<file path="config.mk">
export PLATFORM = sky130hd
export DESIGN_NAME = pipe_stage_reg_flat
export DESIGN_NICKNAME = d
export VERILOG_FILES = /design/src/rtl/pipe_stage_reg_pkg.sv /design/src/rtl/pipe_stage_reg_if.sv /design/src/rtl/pipe_stage_reg_lane.sv /design/src/rtl/pipe_stage_reg.sv /design/src/flat_wrapper.sv
export SDC_FILE = /design/constraint.sdc
export NUM_CORES = 1
export LEC_CHECK = 0
export ABC_AREA = 1
export CAP_MARGIN = 20
export CORE_ASPECT_RATIO = 0.6
export CORE_MARGIN = 2
export CORE_UTILIZATION = 43
export CTS_CLUSTER_DIAMETER = 80
export DETAILED_ROUTE_END_ITERATION = 7
export PLACE_DENSITY = 0.88
export SETUP_SLACK_MARGIN = 0.4
export SLEW_MARGIN = 20
export SYNTH_ARGS = -nofsm -noshare
export SYNTH_HDL_FRONTEND = slang
export SYNTH_SLANG_ARGS = --single-unit
</file>
<file path="constraint.sdc">
create_clock -name clk -period 2.21 [get_ports clk]
set_input_delay 0.442 -clock clk [delete_from_list [all_inputs] [get_ports clk]]
set_output_delay 0.442 -clock clk [all_outputs]
set_load 0.01 [all_outputs]
</file>
<file path="src/rtl/pipe_stage_reg_pkg.sv">
// Shared definitions for the pipeline boundary register: default widths,
// the bubble instruction and the sticky-flush state encoding.
package pipe_pkg;

  localparam int unsigned INSTR_W = 32;
  localparam int unsigned PC_W    = 32;

  localparam logic [31:0] NOP_INSTR = 32'h0000_0000;

  typedef enum logic {
    RUN  = 1'b0,
    PEND = 1'b1
  } pend_state_e;

endpackage

</file>
<file path="src/rtl/pipe_stage_reg_if.sv">
// Bundle of the stage's control, fetch-side and decode-side signals.
// master: the side driving fetch data and controls; slave: the stage itself.
interface pipe_stage_reg_if #(
  parameter int unsigned LANES   = 2,
  parameter int unsigned INSTR_W = pipe_pkg::INSTR_W,
  parameter int unsigned PC_W    = pipe_pkg::PC_W,
  parameter int unsigned CNT_W   = 16
);

  logic                     hold;
  logic                     flush;
  logic [LANES-1:0]         lane_kill;
  logic [LANES-1:0]         in_valid;
  logic [LANES*INSTR_W-1:0] in_instr;
  logic [LANES*PC_W-1:0]    in_pc4;
  logic [LANES-1:0]         out_valid;
  logic [LANES*INSTR_W-1:0] out_instr;
  logic [LANES*PC_W-1:0]    out_pc4;
  logic                     flush_pending;
  logic [CNT_W-1:0]         stall_cnt;
  logic [CNT_W-1:0]         flush_cnt;

  modport master (
    output hold, flush, lane_kill, in_valid, in_instr, in_pc4,
    input  out_valid, out_instr, out_pc4, flush_pending, stall_cnt, flush_cnt
  );

  modport slave (
    input  hold, flush, lane_kill, in_valid, in_instr, in_pc4,
    output out_valid, out_instr, out_pc4, flush_pending, stall_cnt, flush_cnt
  );

endinterface

</file>
<file path="src/rtl/pipe_stage_reg_lane.sv">
// One instruction slot of the boundary register: valid, instruction, PC+4.
// A bubble load clears valid and forces the payload to bubble values.
module pipe_lane_reg #(
  parameter int unsigned INSTR_W = pipe_pkg::INSTR_W,
  parameter int unsigned PC_W    = pipe_pkg::PC_W
) (
  input  logic               clk,
  input  logic               reset,
  input  logic               load_en,
  input  logic               bubble,
  input  logic [INSTR_W-1:0] d_instr,
  input  logic [PC_W-1:0]    d_pc4,
  output logic               q_valid,
  output logic [INSTR_W-1:0] q_instr,
  output logic [PC_W-1:0]    q_pc4
);

  import pipe_pkg::*;

  // Slot register: hold when load_en=0, otherwise load data or a bubble.
  always_ff @(posedge clk or negedge reset) begin
    if (!reset) begin
      q_valid <= 1'b0;
      q_instr <= INSTR_W'(NOP_INSTR);
      q_pc4   <= '0;
    end else if (load_en) begin
      if (bubble) begin
        q_valid <= 1'b0;
        q_instr <= INSTR_W'(NOP_INSTR);
        q_pc4   <= '0;
      end else begin
        q_valid <= 1'b1;
        q_instr <= d_instr;
        q_pc4   <= d_pc4;
      end
    end
  end

endmodule

</file>
<file path="src/rtl/pipe_stage_reg.sv">
// IF/ID-style multi-lane pipeline boundary register with sticky flush
// (a flush seen during hold is applied on the first un-held edge) and
// per-lane kill. Optional performance counters under PIPE_STAGE_PERF_EN.
module pipe_stage_reg #(
  parameter int unsigned LANES   = 2,
  parameter int unsigned INSTR_W = pipe_pkg::INSTR_W,
  parameter int unsigned PC_W    = pipe_pkg::PC_W,
  parameter int unsigned CNT_W   = 16
) (
  input  logic           clk,
  input  logic           reset,
  pipe_stage_reg_if.slave bus
);

  import pipe_pkg::*;

  pend_state_e state_q, state_d;
  logic        flush_all;

  logic               lane_valid [LANES];
  logic [INSTR_W-1:0] lane_instr [LANES];
  logic [PC_W-1:0]    lane_pc4   [LANES];

  // Pending-flush state register.
  always_ff @(posedge clk or negedge reset) begin
    if (!reset) state_q <= RUN;
    else        state_q <= state_d;
  end

  // Next state and full-flush decode: a direct flush or a remembered one
  // bubbles every lane on the first edge without hold.
  always_comb begin
    state_d   = state_q;
    flush_all = 1'b0;
    unique case (state_q)
      RUN: begin
        if (bus.hold && bus.flush) state_d = PEND;
        else if (!bus.hold && bus.flush) flush_all = 1'b1;
      end
      PEND: begin
        if (!bus.hold) begin
          state_d   = RUN;
          flush_all = 1'b1;
        end
      end
      default: state_d = RUN;
    endcase
  end

  assign bus.flush_pending = (state_q == PEND);

  for (genvar i = 0; i < LANES; i++) begin : g_lane
    pipe_lane_reg #(
      .INSTR_W(INSTR_W),
      .PC_W   (PC_W)
    ) u_lane (
      .clk    (clk),
      .reset  (reset),
      .load_en(!bus.hold),
      .bubble (flush_all | bus.lane_kill[i] | !bus.in_valid[i]),
      .d_instr(bus.in_instr[i*INSTR_W +: INSTR_W]),
      .d_pc4  (bus.in_pc4[i*PC_W +: PC_W]),
      .q_valid(lane_valid[i]),
      .q_instr(lane_instr[i]),
      .q_pc4  (lane_pc4[i])
    );
  end

  // Pack per-lane registers onto the decode-side buses.
  always_comb begin
    bus.out_valid = '0;
    bus.out_instr = '0;
    bus.out_pc4   = '0;
    for (int unsigned i = 0; i < LANES; i++) begin
      bus.out_valid[i]                   = lane_valid[i];
      bus.out_instr[i*INSTR_W +: INSTR_W] = lane_instr[i];
      bus.out_pc4[i*PC_W +: PC_W]         = lane_pc4[i];
    end
  end

`ifdef PIPE_STAGE_PERF_EN
  logic [CNT_W-1:0] stall_q, flush_q;

  // Saturating stall and applied-flush counters.
  always_ff @(posedge clk or negedge reset) begin
    if (!reset) begin
      stall_q <= '0;
      flush_q <= '0;
    end else begin
      if (bus.hold && (stall_q != '1)) stall_q <= stall_q + CNT_W'(1);
      if (flush_all && (flush_q != '1)) flush_q <= flush_q + CNT_W'(1);
    end
  end

  assign bus.stall_cnt = stall_q;
  assign bus.flush_cnt = flush_q;
`else
  assign bus.stall_cnt = CNT_W'(0);
  assign bus.flush_cnt = CNT_W'(0);
`endif

endmodule

</file>
<file path="src/flat_wrapper.sv">
// flat-port wrapper written by rule: the top's interface ports become plain ports
module pipe_stage_reg_flat import pipe_pkg::*;
#(
  parameter int unsigned LANES   = 2,
  parameter int unsigned INSTR_W = pipe_pkg::INSTR_W,
  parameter int unsigned PC_W    = pipe_pkg::PC_W,
  parameter int unsigned CNT_W   = 16
)
  (clk, reset, bus_hold, bus_flush, bus_lane_kill, bus_in_valid, bus_in_instr, bus_in_pc4, bus_out_valid, bus_out_instr, bus_out_pc4, bus_flush_pending, bus_stall_cnt, bus_flush_cnt);
  pipe_stage_reg_if #(.LANES(LANES), .INSTR_W(INSTR_W), .PC_W(PC_W), .CNT_W(CNT_W)) bus_i ();
  input  logic clk;
  input  logic reset;
  input wire logic [$bits(bus_i.hold)-1:0] bus_hold;
  input wire logic [$bits(bus_i.flush)-1:0] bus_flush;
  input wire logic [$bits(bus_i.lane_kill)-1:0] bus_lane_kill;
  input wire logic [$bits(bus_i.in_valid)-1:0] bus_in_valid;
  input wire logic [$bits(bus_i.in_instr)-1:0] bus_in_instr;
  input wire logic [$bits(bus_i.in_pc4)-1:0] bus_in_pc4;
  output wire logic [$bits(bus_i.out_valid)-1:0] bus_out_valid;
  output wire logic [$bits(bus_i.out_instr)-1:0] bus_out_instr;
  output wire logic [$bits(bus_i.out_pc4)-1:0] bus_out_pc4;
  output wire logic [$bits(bus_i.flush_pending)-1:0] bus_flush_pending;
  output wire logic [$bits(bus_i.stall_cnt)-1:0] bus_stall_cnt;
  output wire logic [$bits(bus_i.flush_cnt)-1:0] bus_flush_cnt;
  assign bus_i.hold = bus_hold;
  assign bus_i.flush = bus_flush;
  assign bus_i.lane_kill = bus_lane_kill;
  assign bus_i.in_valid = bus_in_valid;
  assign bus_i.in_instr = bus_in_instr;
  assign bus_i.in_pc4 = bus_in_pc4;
  assign bus_out_valid = bus_i.out_valid;
  assign bus_out_instr = bus_i.out_instr;
  assign bus_out_pc4 = bus_i.out_pc4;
  assign bus_flush_pending = bus_i.flush_pending;
  assign bus_stall_cnt = bus_i.stall_cnt;
  assign bus_flush_cnt = bus_i.flush_cnt;
  pipe_stage_reg #(.LANES(LANES), .INSTR_W(INSTR_W), .PC_W(PC_W), .CNT_W(CNT_W)) u_core (.clk(clk), .reset(reset), .bus(bus_i));
endmodule
</file>
==> results of run 1 <==
-- path summary, 6_finish.rpt --
check                                                      end  slack [ps]  depth (start not counted)
min in group asynchronous     u_core.g_lane[1].u_lane.q_pc4[7]         550                          2
setup / recovery                             bus_out_instr[63]         420                          1
max in group asynchronous    u_core.g_lane[0].u_lane.q_pc4[20]        1010                          3
hold / removal               u_core.g_lane[1].u_lane.q_pc4[25]         480                          2
hold reg to reg              u_core.g_lane[1].u_lane.q_pc4[25]         480                          2
setup reg to reg           u_core.g_lane[0].u_lane.q_instr[22]         910                          4
-- cell type report --
class	instances	area, um^2
fill	930	3811
sequential	131	3279
timing repair buffer	291	3028
multi-input combinational	428	2086
clock buffer	17	425.4
tap	170	212.7
clock inverter	15	197.7
inverter	2	12.51
-- cells by family (layout without fill, tap and decap cells) --
logic type / after synthesis / count (layout) / synth area share
AOI/OAI and AO/OA: 1 / 1 / 0.001498
buffers and inverters: 86 / 325 / 0.1065
DFF: 131 / 131 / 0.5605
other: 1 / 32 / 0.0006412
and+or+nand+nor: 395 / 395 / 0.3308
-- metal layers --
metal / share of wire / wire length (um) / global-route usage / vias to the layer above
li1: - / - / - / 2460
met4: 0.013 / 235 / 0.06481 / 0
met2: 0.49 / 8536 / 0.3899 / 205
met3: 0.080 / 1406 / 0.07618 / 15
met1: 0.42 / 7344 / 0.3089 / 2516
met5: 0 / 0 / 0 / -
-- power groups by stage --
| stage | Combinational, mW | Clock, mW | Sequential, mW |
|---|---|---|---|
| final | 0.887 | 2.97 | 2.54 |
| after global routing | 0.955 | 3.14 | 2.55 |
| after CTS | 0.896 | 3.02 | 2.54 |
| after detailed placement | 0.891 | 0 | 2.58 |
| after global placement | 0.881 | 0 | 2.58 |
| after floorplan | 0.318 | 0 | 2.62 |
-- through the flow --
step                cell area [um^2]  utilization  worst slack, ps  total power, mW
floorplan                       5964            -             1004            2.942
global placement                8568       0.6564            380.7            3.464
detailed placement              8568       0.6564            331.1            3.476
CTS                             9201       0.7049            404.0            6.459
global route                    9241       0.7080            400.0            6.648
finish                          9241       0.7080            424.7            6.399
-- sequential cells by signal, indices dropped and copies added (netlist names) --
signal	count
u_core.g_lane.u_lane.q_instr	64
u_core.g_lane.u_lane.q_pc4	64
u_core.g_lane.u_lane.q_valid	2
u_core.bus.flush_pending	1
-- cells in the final DEF (no fill, tap or decap), types with 14 or more instances in the layout --
cell type and n:
nand4_1 64, conb_1 32, dfrtp_1 130, nand2_1 261, nand3_2 40, clkbuf_16 17, nand3_1 25, buf_4 14
clkdlybuf4s50_1 247, dlymetal6s2s_1 16
-- what timing repair did --
item | in CTS | in global routing
resized for setup | 2 | 16
hold endpoints to repair | 45 | 0
endpoints found under the setup margin | 1 | 16
hold buffers | 1 | 0
==> summary.md, run 1 <==
| Metric | Value |
|---|---|
| Synthesized flop and latch total | `131` |
| CP required | `1770 ps` |
| Slew headroom | `0.6254` |
| Kind of start point of the critical path | `flip-flop` |
| Combinational share of power | `0.139` |
| Reg-to-Reg Start | `u_core.bus.flush_pending` |
| Most common cell in the netlist | `nand2_1` |
| Deepest clock path buffer count | `2` |
| Crit Path Category | `flip-flop to output pin` |
| Sequential area share after synthesis | `0.5605` |
| Antenna violations before repair | `0` |
| Avg Cell Area, Syn | `9.525 um^2` |
| Die area | `14580 um^2` |
| Pre-antenna DRT Iters | `5` |
| Worst hold path type | `flip-flop to flip-flop` |
| Core Rows | `32` |
| Status | `completed` |
| Worst Path Arrival | `1340 ps` |
| Post-synth cell types | `18` |
| Crit path largest cell delay | `560 ps` |
| Inst Count DP | `1021` |
| Die X | `154.6 um` |
| Buf/Inv on CP | `1` |
| Buffers on Ports | `266` |
| I/O pin count | `299` |
| Area Overhead vs Synth | `58.02%` |
| Total of max-cap violations | `0` |
| Vias in the first global route | `5108` |
| Pint | `4.773 mW` |
| Worst hold slack | `477.8 ps` |
| Total inserted antenna cells | `0` |
| Non-Filler Instances | `1054` |
| Nets@finish | `1007` |
| Biggest area consumer among synthesized cells | `dfrtp_1` |
| Clk pwr share | `0.464` |
| Vias | `5196` |
| Slew Viols, Final | `0` |
| Sequential Power Share | `0.398` |
| PwrDens | `692.4 nW/um^2` |
| H-Tree Depth | `4` |
| Min-delay src | `u_core.g_lane[1].u_lane.q_pc4[25]` |
| Via density | `4.930` |
| Most common flop cell mapped by yosys | `dfrtp_1` |
| CP Max Fanout | `2` |
| Post-synth top area share | `0.5605` |
| Worst-Margin Slew | `562.0 ps` |
| Post-synth ARST share | `1.000` |
| Final Setup Violations | `0` |
| Chip height | `94.34 um` |
| Clk Latency, worst-skew pair | `400 ps` |
| Setup TNS | `0 ps` |
| First-pass GRT wire length | `26.98 mm` |
| Synth Instances | `614` |
| Largest delay contributor family on the critical path | `buffers and inverters` |
| Remaining DRCs | `0` |
| Upper clock frequency limit | `0.5601 GHz` |
| Initial Util | `0.4480` |
| Reg clk slew, reported paths | `60 ps` |
| Detailed Place HPWL | `12.20 mm` |
| Hold Fails Final Rpt | `0` |
| Routed wire length | `17.52 mm` |
| Worst Clk Skew | `7.792 ps` |
| Critical Path End Type | `output pin` |
| Max VDD drop | `0.4377 mV` |
| Critical path cell sequence | `clkdlybuf4s50_1` |
| CTS tree | `yes` |
| Yosys warnings | `0` |
| CP Launch Point | `u_core.g_lane[1].u_lane.q_instr[31]` |
| Core area | `13050 um^2` |
| GPL Wtd Cong | `0.8042` |
| Commonest cells in the netlist | `261 x nand2_1, 131 x dfrtp_1, 64 x nand4_1, 42 x buf_4, 40 x nand3_2` |
| Drt first-iter violations | `312` |
| Switch share | `0.2541` |
| Share of cells above drive strength 1 | `0.1188` |
| Netlist Area Pre-Place | `5848 um^2` |
| Setup bufs post-CTS | `0` |
| Critical path's slowest cell | `clkdlybuf4s50_1` |
| Post-synth EDFFs | `0` |
| All-Layer GR Usage | `0.2378` |
| DR WL/cell | `16.63 um` |
| Cts bufs inserted | `17` |
| Largest net degree at the start of global routing | `131` |
| Sink Count | `131` |
| Tmin final | `1785 ps` |
| Antenna violation net count after detailed routing | `0` |
| Clock root cell | `clkbuf_16` |
| Period utilization | `0.8078` |
| Area contributors post-synth | `dfrtp_1 56%, nand2_1 17%, nand3_2 6.8%, nand4_1 6.8%, buf_4 5.4%` |
| RSZ-0062 raised after global routing | `no` |
| Switching pwr | `1.626 mW` |
| GR Overflow Total | `0` |
| Pleak | `4.744 nW` |
Power figures use the tool's default switching activity.
==> run 2: changes to the inputs <==
CORE_UTILIZATION = 36   (was 43)
PLACE_DENSITY = 0.79   (was 0.88)
clock period = 1.45 ns   (was 2.21 ns; I/O delays follow)
==> run 2 against run 1 <==
  * Hold slack got worse by 240 ps
  * Critical path depth up 5
  * Clock power rose by 38%
  * Die area grew 19%
  * Register-to-register slack worse by 730 ps
  * Via count is 5.9% higher
  * Clock skew hardly changed
  * Non-clock buffer count grew 72
  * Sequential cell count unchanged
  * Worst setup slack worse by 250 ps
==> summary.md, run 2 (same netlist as run 1, synthesis figures left out) <==
| Metric | Value |
|---|---|
| Critical Path End Type | `flip-flop` |
| CTS tree | `yes` |
| Antenna violation net count after detailed routing | `0 (unchanged)` |
| Via density | `4.725 (-4.1%)` |
| Final Core Density | `0.5947 (-0.1133)` |
| Commonest non-fill, non-tap cell in the layout | `nand2_1` |
| Total inserted antenna cells | `0 (unchanged)` |
| Clock root cell | `clkbuf_16` |
| Initial Util | `0.3637 (-0.08437)` |
| Core area | `16080 um^2 (+23%)` |
| Core Rows | `36 (+13%)` |
| GR Overflow Total | `0 (unchanged)` |
| Worst slack, placed | `-199.5 ps (-530.6 ps)` |
| Deepest clock path buffer count | `2 (unchanged)` |
| PwrDens | `994.3 nW/um^2 (+44%)` |
| Kind of start point of the critical path | `flip-flop` |
| Worst hold path type | `input pin to flip-flop` |
| Total of max-cap violations | `0 (unchanged)` |
| Crit Path Category | `flip-flop to flip-flop` |
| Worst Clk Skew | `7.402 ps (-0.3900 ps)` |
| I/O pin count | `299 (unchanged)` |
| DR WL/cell | `16.18 um (-2.7%)` |
| Largest net degree at the start of global routing | `131 (unchanged)` |
| Final Setup Violations | `0 (unchanged)` |
| CP required | `1780 ps (about the same)` |
| Nets@finish | `1079 (+7.1%)` |
| Detailed Place HPWL | `11.59 mm (-5.0%)` |
| First-pass GRT wire length | `27.38 mm (+1.5%)` |
| Slew headroom | `0.5615 (-0.06390)` |
| Commonest non-fill, non-tap cells in the layout | `261 x nand2_1, 133 x clkdlybuf4s50_1, 130 x dfrtp_1` |
| Chip height | `102.7 um (+8.9%)` |
| Reg clk slew, reported paths | `60 ps (about the same)` |
| RSZ-0062 raised after global routing | `yes` |
| Antenna violations before repair | `1 (+1)` |
| Slew Viols, Final | `0 (unchanged)` |
| Tot Pwr | `9.509 mW (+49%)` |
| Remaining DRCs | `0 (unchanged)` |
| Drt first-iter violations | `352 (+13%)` |
| Buffers on Ports | `266 (unchanged)` |
| Die X | `168.5 um (+9.1%)` |
| Worst Path Arrival | `1600 ps (+260 ps)` |
| Hold Fails Final Rpt | `0 (unchanged)` |
| Status | `completed` |
| Vias in the first global route | `5245 (+2.7%)` |
| Period utilization | `0.8775` |
| Pleak | `5.170 nW (+9.0%)` |
| Sink Count | `131 (unchanged)` |
| Worst-Margin Slew | `657.8 ps (+95.85 ps)` |
| Max VDD drop | `0.7047 mV (+61%)` |
| Clk Latency, worst-skew pair | `400 ps (about the same)` |
| Share of cells above drive strength 1 | `0.3211 (+0.2024)` |
| CP Max Fanout | `10 (+8)` |
| Cts bufs inserted | `17 (unchanged)` |
| Routed wire length | `18.85 mm (+7.5%)` |
| H-Tree Depth | `4 (unchanged)` |
| Pre-antenna DRT Iters | `5 (unchanged)` |
| Die area | `17310 um^2 (+19%)` |
| All-Layer GR Usage | `0.2000 (-0.03780)` |
| Non-Filler Instances | `1165 (+11%)` |
| Upper clock frequency limit | `0.7860 GHz` |
| Worst hold slack | `242.6 ps (-235.3 ps)` |
| Setup TNS | `0 ps (unchanged)` |
| Design area | `9563 um^2 (+3.5%)` |
| Tmin final | `1272 ps` |
| Area Overhead vs Synth | `63.52%` |
| Vias | `5505 (+5.9%)` |
| Inst Count DP | `1057 (+3.5%)` |
| Top flop regs | `u_core.g_lane.u_lane.q_instr (64), u_core.g_lane.u_lane.q_pc4 (64), u_core.g_lane.u_lane.q_valid (2)` |
| Area after DPL | `8582 um^2 (+0.16%)` |
| Setup WS post-layout | `177.7 ps (-247.0 ps)` |
| GPL Wtd Cong | `0.7816 (-2.8%)` |
run 2: routing by layer:
layer / up-vias / global-route usage / share of wire
li1: 2603 / - / -
met1: 2664 / 0.2720 / 0.45
met2: 226 / 0.3105 / 0.46
met3: 10 / 0.07025 / 0.083
met4: 2 / 0.04642 / 0.0066
met5: - / 0 / 0.00069
run 2: critical path: stages (launching register included):
cell	delay, ps
dfrtp_2	400
buf_6	130
o21ai_4	150
buf_12	180
buf_8	160
nand3_2	90
nand2_1	80
run 2: final timing paths:
kind	endpoint	slack, ps	cells past startpoint	from
setup / recovery	u_core.g_lane[0].u_lane.q_pc4[25]	180	6	u_core.bus.flush_pending
hold / removal	u_core.g_lane[1].u_lane.q_instr[22]	240	4	bus_hold
setup reg to reg	u_core.g_lane[0].u_lane.q_pc4[25]	180	6	u_core.bus.flush_pending
hold reg to reg	u_core.g_lane[0].u_lane.q_pc4[15]	470	2	u_core.g_lane[0].u_lane.q_pc4[15]
max in group asynchronous	u_core.g_lane[0].u_lane.q_instr[7]	510	3	reset
min in group asynchronous	u_core.g_lane[1].u_lane.q_pc4[27]	400	2	reset
run 2: final cells by class:
class                      instances  area [um^2]
inverter                           2        12.51
clock buffer                      19        442.9
multi-input combinational        428         2086
fill                            1366         6518
clock inverter                    13        125.1
tap                              209        261.5
sequential                       131         3279
timing repair buffer             363         3356
run 2: report_power, final:
part,switching [mW],total [mW],internal [mW]
logic,0.714,1.52,0.808
clock network,1.68,4.11,2.43
registers,0.0851,3.88,3.80
total,2.48,9.51,7.03
run 2: timing repair:
action                     in CTS  in global routing
resized for setup             553                 25
hold endpoints to repair       32                  0
hold buffers                    1                  0
setup endpoints to repair     261                262
pin swaps                       1                  6
buffers inserted               38                 26
gates cloned                    1                 10
==> run 3: changes to the inputs <==
CORE_MARGIN = 10   (was 2)
==> run 3 against run 2 <==
  * Clock skew decreased by 1.2 ps
  * Worst setup slack got worse by 5.0 ps
  * Register-to-register slack about the same
  * Largest cell class unchanged
  * Critical path type unchanged
  * First-iteration DRC count decreased by 5.1%
  * Sequential cell count unchanged
  * Non-clock buffer count increased by 11
  * Die area increased by 27%
  * Via count about the same
  * Hold slack improved by 120 ps
  * Wire length increased by 13%
  * Critical path depth unchanged
  * Power increased by 4.5%
==> summary.md, run 3 (same netlist as run 1, synthesis figures left out) <==
| Metric | Value |
|---|---|
| Vias | `5502 (-0.054%)` |
| Slew headroom | `0.6083 (+0.04683)` |
| Area after DPL | `8797 um^2 (+2.5%)` |
| Detailed Place HPWL | `14.73 mm (+27%)` |
| Pre-antenna DRT Iters | `6 (+1)` |
| Total inserted antenna cells | `0 (unchanged)` |
| First-pass GRT wire length | `31.68 mm (+16%)` |
| Max VDD drop | `0.5586 mV (-21%)` |
| Worst hold path type | `input pin to async pin` |
| RSZ-0062 raised after global routing | `yes` |
| Commonest non-fill, non-tap cells in the layout | `260 x nand2_1, 133 x clkdlybuf4s50_1, 131 x dfrtp_1` |
| GPL Wtd Cong | `0.8055 (+3.1%)` |
| I/O pin count | `299 (unchanged)` |
| Worst Clk Skew | `6.189 ps (-1.213 ps)` |
| Status | `completed` |
| Chip height | `118.7 um (+16%)` |
| Antenna violation net count after detailed routing | `0 (unchanged)` |
| Via density | `4.707 (-0.40%)` |
| CP required | `1780 ps (about the same)` |
| Clk Latency, worst-skew pair | `400 ps (about the same)` |
| All-Layer GR Usage | `0.1792 (-0.02078)` |
| Tot Pwr | `9.932 mW (+4.5%)` |
| Routed wire length | `21.35 mm (+13%)` |
| Area Overhead vs Synth | `72.19%` |
| Worst Path Arrival | `1600 ps (about the same)` |
| Critical Path End Type | `flip-flop` |
| Core Rows | `35 (-2.8%)` |
| DR WL/cell | `18.27 um (+13%)` |
| Remaining DRCs | `0 (unchanged)` |
| Die X | `184.5 um (+9.5%)` |
| Period utilization | `0.8809 (+0.003440)` |
| PwrDens | `986.3 nW/um^2 (-0.81%)` |
| GR Overflow Total | `0 (unchanged)` |
| Hold Fails Final Rpt | `0 (unchanged)` |
| Die area | `21910 um^2 (+27%)` |
| Sink Count | `131 (unchanged)` |
| Kind of start point of the critical path | `flip-flop` |
| Worst-Margin Slew | `587.6 ps (-70.24 ps)` |
| Clock root cell | `clkbuf_16` |
| Worst slack, placed | `-120.3 ps (+79.13 ps)` |
| Largest net degree at the start of global routing | `131 (unchanged)` |
| Crit Path Category | `flip-flop to flip-flop` |
| CP Max Fanout | `9 (-1)` |
| Pleak | `5.286 nW (+2.2%)` |
| Nets@finish | `1090 (+1.0%)` |
| Initial Util | `0.3741 (+0.01039)` |
| Vias in the first global route | `5585 (+6.5%)` |
| Final Core Density | `0.6441 (+0.04940)` |
| Core area | `15630 um^2 (-2.8%)` |
| Share of cells above drive strength 1 | `0.3385 (+0.01738)` |
| Antenna violations before repair | `0 (-1)` |
| Commonest non-fill, non-tap cell in the layout | `nand2_1` |
| Total of max-cap violations | `0 (unchanged)` |
| Tmin final | `1277 ps (+4.988 ps)` |
| Upper clock frequency limit | `0.7829 GHz (-0.39%)` |
| CTS tree | `yes` |
| H-Tree Depth | `4 (unchanged)` |
| Drt first-iter violations | `334 (-5.1%)` |
| Reg clk slew, reported paths | `60 ps (about the same)` |
| Deepest clock path buffer count | `2 (unchanged)` |
| Top flop regs | `u_core.g_lane.u_lane.q_instr (64), u_core.g_lane.u_lane.q_pc4 (64), u_core.g_lane.u_lane.q_valid (2)` |
| Slew Viols, Final | `0 (unchanged)` |
| Cts bufs inserted | `17 (unchanged)` |
| Final Setup Violations | `0 (unchanged)` |
| Design area | `10070 um^2 (+5.3%)` |
| Setup TNS | `0 ps (unchanged)` |
| Setup WS post-layout | `172.7 ps (-4.988 ps)` |
| Buffers on Ports | `266 (unchanged)` |
run 3: worst max-delay path, stage by stage (launching register included):
cell and delay, ps:
dfrtp_1 410, buf_6 140, nor2_4 100, buf_12 170
buf_12 140, nand4_1 140, nand2_1 100
run 3: worst paths after layout:
path / from / depth (start not counted) / slack (ps) / end
min reg2reg: u_core.g_lane[1].u_lane.q_instr[10] / 2 / 470 / u_core.g_lane[1].u_lane.q_instr[10]
max reg2reg: u_core.bus.flush_pending / 6 / 170 / u_core.g_lane[1].u_lane.q_instr[6]
max: u_core.bus.flush_pending / 6 / 170 / u_core.g_lane[1].u_lane.q_instr[6]
max in group asynchronous: reset / 3 / 550 / u_core.g_lane[0].u_lane.q_pc4[11]
min: reset / 2 / 360 / u_core.g_lane[1].u_lane.q_instr[9]
min in group clk: bus_hold / 4 / 390 / u_core.bus.flush_pending
run 3: report_power, final:
group / internal (mW) / switching (mW) / leakage (nW) / total, mW
Sequential: 3.80 / 0.100 / 1.80 / 3.90
Clock: 2.79 / 1.63 / 0.287 / 4.42
Combinational: 0.888 / 0.728 / 3.20 / 1.62
run 3: timing repair:
action	CTS	global route
pin swaps	26	13
setup buffers	29	33
hold buffers	1	0
gates cloned	0	6
endpoints found under the setup margin	262	262
hold endpoints to repair	26	0
resized for setup	621	33
run 3: metrics by stage:
stage	instances	hold WS (ps)
2_1_floorplan	645	-5.591
3_3_place_gp	1069	216.8
3_5_place_dp	1069	218.1
4_1_cts	1130	351.1
5_1_grt	1169	382.8
6_report	1169	361.8
run 3: area by class of cell:
cell class              count  area, um^2
clock buffers              19       452.9
clock inverters            12       156.4
fillers                  1249        5564
inverters                   2       12.51
multi-input cells         428        2133
flip-flops and latches    131        3278
well taps                 203       254.0
repair buffers            374        3782
run 3: routing by layer:
metal  part of all wire  GRT usage  wire (um)  vias to the layer above
li1                   -          -          -                     2624
met1               0.41     0.2200       8795                     2641
met2               0.46     0.2786       9905                      223
met3               0.12    0.08994       2502                       14
met4             0.0070    0.03211        149                        0
met5                  0          0          0                        -
